[src/rtl/pe_task_sequencer_pkg.sv]
// Shared types for the per-processor task sequencer.
// Latency: n/a (types, constants and a helper only).
// Backpressure: n/a.
package pe_task_sequencer_pkg;

   // Sequencer FSM states
   typedef enum logic [2:0] {
      ST_IDLE    = 3'd0,
      ST_ACK     = 3'd1,
      ST_FETCH_A = 3'd2,
      ST_FETCH_B = 3'd3,
      ST_WAIT_PE = 3'd4,
      ST_WRITE_C = 3'd5,
      ST_DONE    = 3'd6
   } state_e;

   // Address kind presented alongside every datapath address
   typedef enum logic [1:0] {
      KIND_A = 2'b00,
      KIND_B = 2'b01,
      KIND_C = 2'b10
   } addr_kind_e;

   // Config word field positions and width
   localparam int LAMBDA_LSB  = 0;
   localparam int GAMMA_LSB   = 8;
   localparam int MU_LSB      = 16;
   localparam int CFG_FIELD_W = 8;

   // States in which an address is being presented to the datapath
   function automatic logic is_addr_state(input state_e s);
      return (s == ST_FETCH_A) || (s == ST_FETCH_B) || (s == ST_WRITE_C);
   endfunction

endpackage

[src/rtl/pe_task_sequencer_if.sv]
// Address stream from the sequencer to the processor datapath.
// Latency: n/a (signal bundle).
// Backpressure: valid/ready; transfer when both high at a rising edge.
interface pe_task_sequencer_if #(
   parameter int ADDR_W = 10
) ();
   logic              Addr_Valid;
   logic [ADDR_W-1:0] Addr;
   logic [1:0]        Addr_Kind;
   logic              Addr_Ready;

   modport master (output Addr_Valid, output Addr, output Addr_Kind, input Addr_Ready);
   modport slave  (input Addr_Valid, input Addr, input Addr_Kind, output Addr_Ready);
endinterface

[src/rtl/pe_task_sequencer_tile_addr.sv]
// Block address generator: base + (x*y + z)*BLOCK_WORDS + w for A, B or C blocks.
// Latency: 1 cycle, address registered when i_Load is high.
// Backpressure: holds its output while i_Load is low; caller re-presents the same operands on a stall.
module tile_addr_gen
   import pe_task_sequencer_pkg::*;
#(
   parameter int index_width     = 8,
   parameter int memory_size_log = 10,
   parameter int BLOCK_WORDS     = 4,
   parameter int W_BITS          = 2,
   parameter int A_BASE          = 0,
   parameter int B_BASE          = 256,
   parameter int C_BASE          = 512
) (
   input  logic                       i_Clock,
   input  logic                       i_Reset,
   input  logic                       i_Load,
   input  addr_kind_e                 i_Kind,
   input  logic [index_width-1:0]     i_Row,
   input  logic [index_width-1:0]     i_Col,
   input  logic [index_width-1:0]     i_K,
   input  logic [index_width-1:0]     i_Mu,
   input  logic [index_width-1:0]     i_Gamma,
   input  logic [W_BITS-1:0]          i_W,
   output logic [memory_size_log-1:0] o_Addr,
   output addr_kind_e                 o_Kind
);
   logic [index_width-1:0]     w_Op_X;
   logic [index_width-1:0]     w_Op_Y;
   logic [index_width-1:0]     w_Op_Z;
   logic [memory_size_log-1:0] w_Base;
   logic [2*index_width-1:0]   w_Block;
   logic [memory_size_log-1:0] w_Next_Addr;

   // Pick the row/col/k operands for the block kind, then form the word address modulo 2^memory_size_log
   always_comb begin
      w_Op_X = i_Row;
      w_Op_Y = i_Mu;
      w_Op_Z = i_K;
      w_Base = memory_size_log'(A_BASE);
      case (i_Kind)
         KIND_B: begin
            w_Op_X = i_K;
            w_Op_Y = i_Gamma;
            w_Op_Z = i_Col;
            w_Base = memory_size_log'(B_BASE);
         end
         KIND_C: begin
            w_Op_X = i_Row;
            w_Op_Y = i_Gamma;
            w_Op_Z = i_Col;
            w_Base = memory_size_log'(C_BASE);
         end
         default: ;
      endcase
      w_Block     = {{index_width{1'b0}}, w_Op_X} * {{index_width{1'b0}}, w_Op_Y}
                  + {{index_width{1'b0}}, w_Op_Z};
      w_Next_Addr = memory_size_log'(w_Block) * memory_size_log'(BLOCK_WORDS)
                  + memory_size_log'(i_W) + w_Base;
   end

   // Output register: captures the address the sequencer will present next cycle
   always_ff @(posedge i_Clock or posedge i_Reset) begin
      if (i_Reset) begin
         o_Addr <= '0;
         o_Kind <= KIND_A;
      end else if (i_Load) begin
         o_Addr <= w_Next_Addr;
         o_Kind <= i_Kind;
      end
   end
endmodule

[src/rtl/pe_task_sequencer.sv]
// Per-processor task sequencer: accepts a block (i,j) and streams A/B operand then C result addresses.
// Latency: ack one cycle after index-ready, first address two cycles after; one address per cycle thereafter.
// Backpressure: address held stable while valid and not ready; index-ready only honoured in IDLE/DONE.
module pe_task_sequencer
   import pe_task_sequencer_pkg::*;
#(
   parameter int index_width     = 8,
   parameter int memory_size_log = 10,
   parameter int BLOCK_WORDS     = 4,
   parameter int A_BASE          = 0,
   parameter int B_BASE          = 256,
   parameter int C_BASE          = 512
) (
   input  logic                   i_Clock,
   input  logic                   i_Reset,
   input  logic [31:0]            i_Config,
   input  logic [index_width-1:0] i_Row_Index,
   input  logic [index_width-1:0] i_Column_Index,
   input  logic                   i_Index_Ready,
   output logic                   o_Index_Received,
   input  logic                   i_Compute_Done,
   output logic                   o_Task_Done,
   pe_task_sequencer_if.master    addr_if
);
   // A zero-width word counter is illegal, so a single-word block still gets one bit
   localparam int W_BITS = (BLOCK_WORDS > 1) ? $clog2(BLOCK_WORDS) : 1;
   localparam logic [W_BITS-1:0] W_LAST = W_BITS'(BLOCK_WORDS - 1);

   state_e                     r_State;
   state_e                     w_Next_State;
   logic [index_width-1:0]     r_K;
   logic [index_width-1:0]     w_Next_K;
   logic [W_BITS-1:0]          r_W;
   logic [W_BITS-1:0]          w_Next_W;
   logic [index_width-1:0]     r_Row;
   logic [index_width-1:0]     r_Col;
   logic [index_width-1:0]     r_Lambda;
   logic [index_width-1:0]     r_Gamma;
   logic [index_width-1:0]     r_Mu;
   logic                       r_Addr_Valid;
   logic                       w_Accept;
   logic                       w_Load;
   addr_kind_e                 w_Next_Kind;
   addr_kind_e                 w_Kind;
   logic [memory_size_log-1:0] w_Addr;
   logic                       w_unused_cfg;

   assign w_unused_cfg = ^i_Config[31:MU_LSB+CFG_FIELD_W];
   assign w_Accept     = ((r_State == ST_IDLE) || (r_State == ST_DONE)) && i_Index_Ready;

   // Capture the task and its matrix geometry when a new assignment is taken
   always_ff @(posedge i_Clock or posedge i_Reset) begin
      if (i_Reset) begin
         r_Row    <= '0;
         r_Col    <= '0;
         r_Lambda <= '0;
         r_Gamma  <= '0;
         r_Mu     <= '0;
      end else if (w_Accept) begin
         r_Row    <= i_Row_Index;
         r_Col    <= i_Column_Index;
         r_Lambda <= index_width'(i_Config[LAMBDA_LSB +: CFG_FIELD_W]);
         r_Gamma  <= index_width'(i_Config[GAMMA_LSB +: CFG_FIELD_W]);
         r_Mu     <= index_width'(i_Config[MU_LSB +: CFG_FIELD_W]);
      end
   end

   // Next state and next k/w; in address states a transfer is simply i_Addr_Ready since valid is implied
   always_comb begin
      w_Next_State = r_State;
      w_Next_K     = r_K;
      w_Next_W     = r_W;
      case (r_State)
         ST_IDLE, ST_DONE: begin
            if (i_Index_Ready) w_Next_State = ST_ACK;
         end
         ST_ACK: begin
            if ((r_Row >= r_Lambda) || (r_Col >= r_Gamma)) begin
               w_Next_State = ST_DONE;
            end else if (r_Mu == '0) begin
               w_Next_State = ST_WAIT_PE;
            end else begin
               w_Next_State = ST_FETCH_A;
               w_Next_K     = '0;
               w_Next_W     = '0;
            end
         end
         ST_FETCH_A: begin
            if (addr_if.Addr_Ready) begin
               if (r_W == W_LAST) begin
                  w_Next_W     = '0;
                  w_Next_State = ST_FETCH_B;
               end else begin
                  w_Next_W = r_W + W_BITS'(1);
               end
            end
         end
         ST_FETCH_B: begin
            if (addr_if.Addr_Ready) begin
               if (r_W == W_LAST) begin
                  w_Next_W = '0;
                  if (r_K == r_Mu - index_width'(1)) begin
                     w_Next_State = ST_WAIT_PE;
                  end else begin
                     w_Next_K     = r_K + index_width'(1);
                     w_Next_State = ST_FETCH_A;
                  end
               end else begin
                  w_Next_W = r_W + W_BITS'(1);
               end
            end
         end
         ST_WAIT_PE: begin
            if (i_Compute_Done) begin
               w_Next_W     = '0;
               w_Next_State = ST_WRITE_C;
            end
         end
         ST_WRITE_C: begin
            if (addr_if.Addr_Ready) begin
               if (r_W == W_LAST) begin
                  w_Next_W     = '0;
                  w_Next_State = ST_DONE;
               end else begin
                  w_Next_W = r_W + W_BITS'(1);
               end
            end
         end
         default: w_Next_State = ST_IDLE;
      endcase
   end

   // Address for the next cycle is computed from next-state values so outputs stay registered with no bubble
   always_comb begin
      w_Load      = is_addr_state(w_Next_State);
      w_Next_Kind = KIND_A;
      if (w_Next_State == ST_FETCH_B) w_Next_Kind = KIND_B;
      if (w_Next_State == ST_WRITE_C) w_Next_Kind = KIND_C;
   end

   // State, counters and registered status outputs
   always_ff @(posedge i_Clock or posedge i_Reset) begin
      if (i_Reset) begin
         r_State          <= ST_IDLE;
         r_K              <= '0;
         r_W              <= '0;
         r_Addr_Valid     <= 1'b0;
         o_Index_Received <= 1'b0;
         o_Task_Done      <= 1'b0;
      end else begin
         r_State          <= w_Next_State;
         r_K              <= w_Next_K;
         r_W              <= w_Next_W;
         r_Addr_Valid     <= w_Load;
         o_Index_Received <= (w_Next_State == ST_ACK);
         o_Task_Done      <= (w_Next_State == ST_DONE);
      end
   end

   tile_addr_gen #(
      .index_width    (index_width),
      .memory_size_log(memory_size_log),
      .BLOCK_WORDS    (BLOCK_WORDS),
      .W_BITS         (W_BITS),
      .A_BASE         (A_BASE),
      .B_BASE         (B_BASE),
      .C_BASE         (C_BASE)
   ) u_tile_addr_gen (
      .i_Clock(i_Clock),
      .i_Reset(i_Reset),
      .i_Load (w_Load),
      .i_Kind (w_Next_Kind),
      .i_Row  (r_Row),
      .i_Col  (r_Col),
      .i_K    (w_Next_K),
      .i_Mu   (r_Mu),
      .i_Gamma(r_Gamma),
      .i_W    (w_Next_W),
      .o_Addr (w_Addr),
      .o_Kind (w_Kind)
   );

   assign addr_if.Addr_Valid = r_Addr_Valid;
   assign addr_if.Addr       = w_Addr;
   assign addr_if.Addr_Kind  = w_Kind;
endmodule

[src/flat_wrapper.sv]
// flat-port wrapper written by rule: the top's interface ports become plain ports
module pe_task_sequencer_flat import pe_task_sequencer_pkg::*;
#(
   parameter int index_width     = 8,
   parameter int memory_size_log = 10,
   parameter int BLOCK_WORDS     = 4,
   parameter int A_BASE          = 0,
   parameter int B_BASE          = 256,
   parameter int C_BASE          = 512
)
  (i_Clock, i_Reset, i_Config, i_Row_Index, i_Column_Index, i_Index_Ready, o_Index_Received, i_Compute_Done, o_Task_Done, addr_if_Addr_Valid, addr_if_Addr, addr_if_Addr_Kind, addr_if_Addr_Ready);
  pe_task_sequencer_if #(.ADDR_W(10)) addr_if_i ();
  input  logic i_Clock;
  input  logic i_Reset;
  input  logic [31:0] i_Config;
  input  logic [index_width-1:0] i_Row_Index;
  input  logic [index_width-1:0] i_Column_Index;
  input  logic i_Index_Ready;
  output logic o_Index_Received;
  input  logic i_Compute_Done;
  output logic o_Task_Done;
  output wire logic [$bits(addr_if_i.Addr_Valid)-1:0] addr_if_Addr_Valid;
  output wire logic [$bits(addr_if_i.Addr)-1:0] addr_if_Addr;
  output wire logic [$bits(addr_if_i.Addr_Kind)-1:0] addr_if_Addr_Kind;
  input wire logic [$bits(addr_if_i.Addr_Ready)-1:0] addr_if_Addr_Ready;
  assign addr_if_Addr_Valid = addr_if_i.Addr_Valid;
  assign addr_if_Addr = addr_if_i.Addr;
  assign addr_if_Addr_Kind = addr_if_i.Addr_Kind;
  assign addr_if_i.Addr_Ready = addr_if_Addr_Ready;
  pe_task_sequencer #(.index_width(index_width), .memory_size_log(memory_size_log), .BLOCK_WORDS(BLOCK_WORDS), .A_BASE(A_BASE), .B_BASE(B_BASE), .C_BASE(C_BASE)) u_core (.i_Clock(i_Clock), .i_Reset(i_Reset), .i_Config(i_Config), .i_Row_Index(i_Row_Index), .i_Column_Index(i_Column_Index), .i_Index_Ready(i_Index_Ready), .o_Index_Received(o_Index_Received), .i_Compute_Done(i_Compute_Done), .o_Task_Done(o_Task_Done), .addr_if(addr_if_i));
endmodule
[config.mk]
export PLATFORM = sky130hd
export DESIGN_NAME = pe_task_sequencer_flat
export DESIGN_NICKNAME = d
export VERILOG_FILES = /design/src/rtl/pe_task_sequencer_pkg.sv /design/src/rtl/pe_task_sequencer_if.sv /design/src/rtl/pe_task_sequencer_tile_addr.sv /design/src/rtl/pe_task_sequencer.sv /design/src/flat_wrapper.sv
export SDC_FILE = /design/constraint.sdc
export NUM_CORES = 1
export LEC_CHECK = 0
export BUFFER_PORTS_ARGS = -buffer_cell sky130_fd_sc_hd__buf_2
export CELL_PAD_IN_SITES_DETAIL_PLACEMENT = 0
export CELL_PAD_IN_SITES_GLOBAL_PLACEMENT = 2
export CORE_MARGIN = 5
export CORE_UTILIZATION = 34
export CTS_CLUSTER_SIZE = 14
export DETAILED_ROUTE_END_ITERATION = 7
export GPL_TIMING_DRIVEN = 0
export HOLD_SLACK_MARGIN = 0.1
export PLACE_DENSITY = 0.87
export SKIP_CTS_REPAIR_TIMING = 1
export SLEW_MARGIN = 20
export SYNTH_ARGS = -nofsm -noshare
export SYNTH_HDL_FRONTEND = slang
export SYNTH_HIERARCHICAL = 1
export SYNTH_SLANG_ARGS = --single-unit
[constraint.sdc]
create_clock -name i_Clock -period 6.1 [get_ports i_Clock]
set_input_delay 1.22 -clock i_Clock [delete_from_list [all_inputs] [get_ports i_Clock]]
set_output_delay 1.22 -clock i_Clock [all_outputs]
set_load 0.005 [all_outputs]
==> flow_summary.toml <==
[place]
placed_cells = 735
gp_congestion = 0.883
io_buffer_count = 59
dpl.hpwl_um = 9990

[clock_network]
cts_sinks = 68
cts_inserted_buffers = 9
clk_latency_ns = 0.34
clock_path_buffers = 2
cts_tree = "built"
clk_pin_slew_ns = 0.06
htreeDepth = 3
root_buffer = "clkbuf_16"

[finish]
regArea_um2 = 1710
drive_gt1_frac = 0.362
multi_input_area_um2 = 3270
syn_to_final_growth_pct = 27.5
fill_cells = 1386
layout_common_cells = "dfrtp_1 (64), buf_2 (60), nand2_1 (47), inv_1 (45), mux2_2 (40)"
fin_cells = 770
fin_nets = 693
mostFrequentLayoutCell = "dfrtp_1"
diodes = 0

[outcome]
violations = "setup timing"
status = "finished with violations"

[sta]
setup_slack_ns = -0.178
maxSlewHeadroom = 0.560
fin_crit_sh = 1.03
rsz0062_at_grt = "true"
finalClockSkew_ns = 0.00913
finalSetupViolCount = 1
finalHoldViolCount = 0
slew_viol_final = 0
fmax_mhz = 159
fin_crit_ns = 6.28
tightestPinTransition_ns = 0.658

[yosys]
synth-seq-area-share = 0.343
synth_seq_cells = 68
yosysUniqueCellTypes = 59
avgSynthCellArea_um2 = 10.1
ys.flop_type = "dfrtp_1"
synth_nets = 602
async_reset_ff_frac = 1.00
ys_warn_count = 6
syn_area_um2 = 4960
synthCells = 491
synth_edf_count = 0

[global_route]
grt_use_total = 0.156
grt_pass1_vias = 3983
grt_pass1_wl_um = 20600
antenna_found_initial = 0
grt_overflow_total = 0
grt_max_degree = 57

[worst_setup_path]
critPathCapture = "u_core/u_tile_addr_gen/o_Addr[9]$_DFFE_PP0P_"
start_kind = "register"
cp_num_cells = 27
path_class = "reg2reg"
worstReg2RegEnd = "u_core/u_tile_addr_gen/o_Addr[9]$_DFFE_PP0P_"
worstPathArrival_ns = 6.49
critPathBufInv = 4
critPathMaxStageDelay_ns = 0.53
r2r_setup_slack_ns = -0.18
critPathSlowestCell = "fa_1"
crit_fanout = 8
required_ns = 6.32
rr_startpoint = "u_core/r_Row[0]$_DFFE_PP0P_"
cp_common_cell = "fa_1"
path_delay_family = "adder cells"
cp-end-kind = "register"
startpoint = "u_core/r_Row[0]$_DFFE_PP0P_"
rr_worst_depth = 27

[die]
die_height_um = 131
initial_utilization = 0.344
ios = 68
fp-row-count = 44
fp.coreArea_um2 = 14400
die_w_um = 131
die_area_um2 = 17100

[drt]
ant_nets = 0
avgRoutedWirePerCell_um = 17.1
vias_per_cell = 5.14
wl_um = 13200
drt-initial-drc-count = 260
vias = 3956
drc = 0
firstDrtPassIters = 4

[job]
drv_cap = 0

[worst_hold_path]
hp-class = "reg2reg"
hold_depth = 1
-- logic make-up (layout without fill, tap and decap cells) --
group,count (synthesis),count (layout),synth area share
adder cells (fa/ha/maj),58,58,0.173
AO/OA/AOI/OAI,88,88,0.124
buffers and inverters,69,164,0.0572
AND/OR/NAND/NOR,121,121,0.120
multiplexers,64,64,0.142
flip-flops,68,68,0.343
XOR/XNOR,23,23,0.0406
-- worst reg2reg max path, stage by stage (launching register included) --
cell and delay, ns:
dfrtp_1 0.34, inv_1 0.06, ha_1 0.29, nand2b_4 0.15, a2111oi_4 0.32, o21ai_2 0.09, and3_4 0.21, nor3_4 0.14
a21oi_4 0.12, a221o_1 0.42, mux2_4 0.33, nand2_4 0.07, fa_1 0.44, fa_1 0.51, inv_1 0.05, fa_1 0.50
inv_2 0.04, fa_1 0.53, inv_1 0.06, ha_4 0.23, xnor2_2 0.13, ha_2 0.20, xnor2_2 0.13, xnor2_1 0.21
xnor2_1 0.11, xnor2_1 0.25, a211oi_2 0.05, nand3b_1 0.16
-- Yosys cell counts, drive strengths merged (2+ instances only) --
| master | number | share of area |
|---|---|---|
| dfrtp | 68 | 0.34 |
| inv | 53 | 0.040 |
| nand2 | 53 | 0.040 |
| mux2 | 49 | 0.11 |
| ha | 40 | 0.10 |
| o21ai | 25 | 0.025 |
| nor2 | 22 | 0.017 |
| fa | 18 | 0.073 |
| xnor2 | 17 | 0.030 |
| mux2i | 15 | 0.030 |
| a211o | 10 | 0.018 |
| a21oi | 10 | 0.010 |
| clkbuf | 9 | 0.0068 |
| nor3 | 9 | 0.011 |
| o211ai | 8 | 0.012 |
| and2 | 7 | 0.0091 |
| buf | 7 | 0.010 |
| a211oi | 6 | 0.010 |
| nand3 | 6 | 0.0071 |
| xor2 | 6 | 0.011 |
| and3 | 5 | 0.0063 |
| a21o | 4 | 0.0061 |
| nand2b | 4 | 0.0050 |
| o21a | 4 | 0.0061 |
| o211a | 3 | 0.0061 |
| a2111oi | 2 | 0.0035 |
| a22o | 2 | 0.0035 |
| a31oi | 2 | 0.0025 |
| nand3b | 2 | 0.0030 |
| nand4 | 2 | 0.0025 |
| nor2b | 2 | 0.0030 |
| nor3b | 2 | 0.0030 |
| o31ai | 2 | 0.0030 |
-- routing by layer --
metal  part of all wire  vias to the layer above  track usage
met5                  0                        -            0
met4              0.021                        0       0.0557
met3              0.038                       25       0.0272
met2               0.51                       95        0.264
met1               0.43                     1940        0.202
li1                   -                     1896            -
-- per-stage QoR --
step	hold slack (ns)	TNS, ns	worst slack, ns	cell area (um^2)	utilization
2_1_floorplan	0.485	0	0.00641	5040	-
3_3_place_gp	0.486	-1.06	-0.803	5570	0.386
3_5_place_dp	0.492	-1.04	-0.803	5610	0.389
4_1_cts	0.504	-1.16	-0.870	5940	0.412
5_1_grt	0.517	-0.425	-0.425	6330	0.439
6_report	0.500	-0.178	-0.178	6330	0.439
-- state kept, by name, summed over array words and instances, names as in the netlist, 3 cells and up --
register / flops
u_core/u_tile_addr_gen/o_Addr: 10
u_core/r_Col: 8
u_core/r_Gamma: 8
u_core/r_K: 8
u_core/r_Lambda: 8
u_core/r_Mu: 8
u_core/r_Row: 8
u_core/r_State: 3
-- worst min-delay path by stage --
stage,startpoint,end
floorplan,u_core/r_Lambda[0]$_DFFE_PP0P_,u_core/r_Lambda[0]$_DFFE_PP0P_
global placement,u_core/u_tile_addr_gen/o_Addr[0]$_DFFE_PP0P_,u_core/u_tile_addr_gen/o_Addr[0]$_DFFE_PP0P_
detailed placement,u_core/u_tile_addr_gen/o_Addr[1]$_DFFE_PP0P_,u_core/u_tile_addr_gen/o_Addr[1]$_DFFE_PP0P_
CTS,u_core/u_tile_addr_gen/o_Addr[1]$_DFFE_PP0P_,u_core/u_tile_addr_gen/o_Addr[1]$_DFFE_PP0P_
global route,u_core/u_tile_addr_gen/o_Addr[2]$_DFFE_PP0P_,u_core/u_tile_addr_gen/o_Addr[2]$_DFFE_PP0P_
finish,u_core/u_tile_addr_gen/o_Addr[2]$_DFFE_PP0P_,u_core/u_tile_addr_gen/o_Addr[2]$_DFFE_PP0P_
-- cell type report --
type / instances / area share
multi-input cells: 354 / 0.517
clock inverters: 6 / 0.0178
clock buffers: 9 / 0.0356
well taps: 184 / 0.0364
inverters: 53 / 0.0318
repair buffers: 81 / 0.0775
flip-flops and latches: 68 / 0.270
plain buffers: 15 / 0.0140
Power is not shown: default switching activity piles up to over one toggle a cycle in this logic, so the estimate is an artifact.
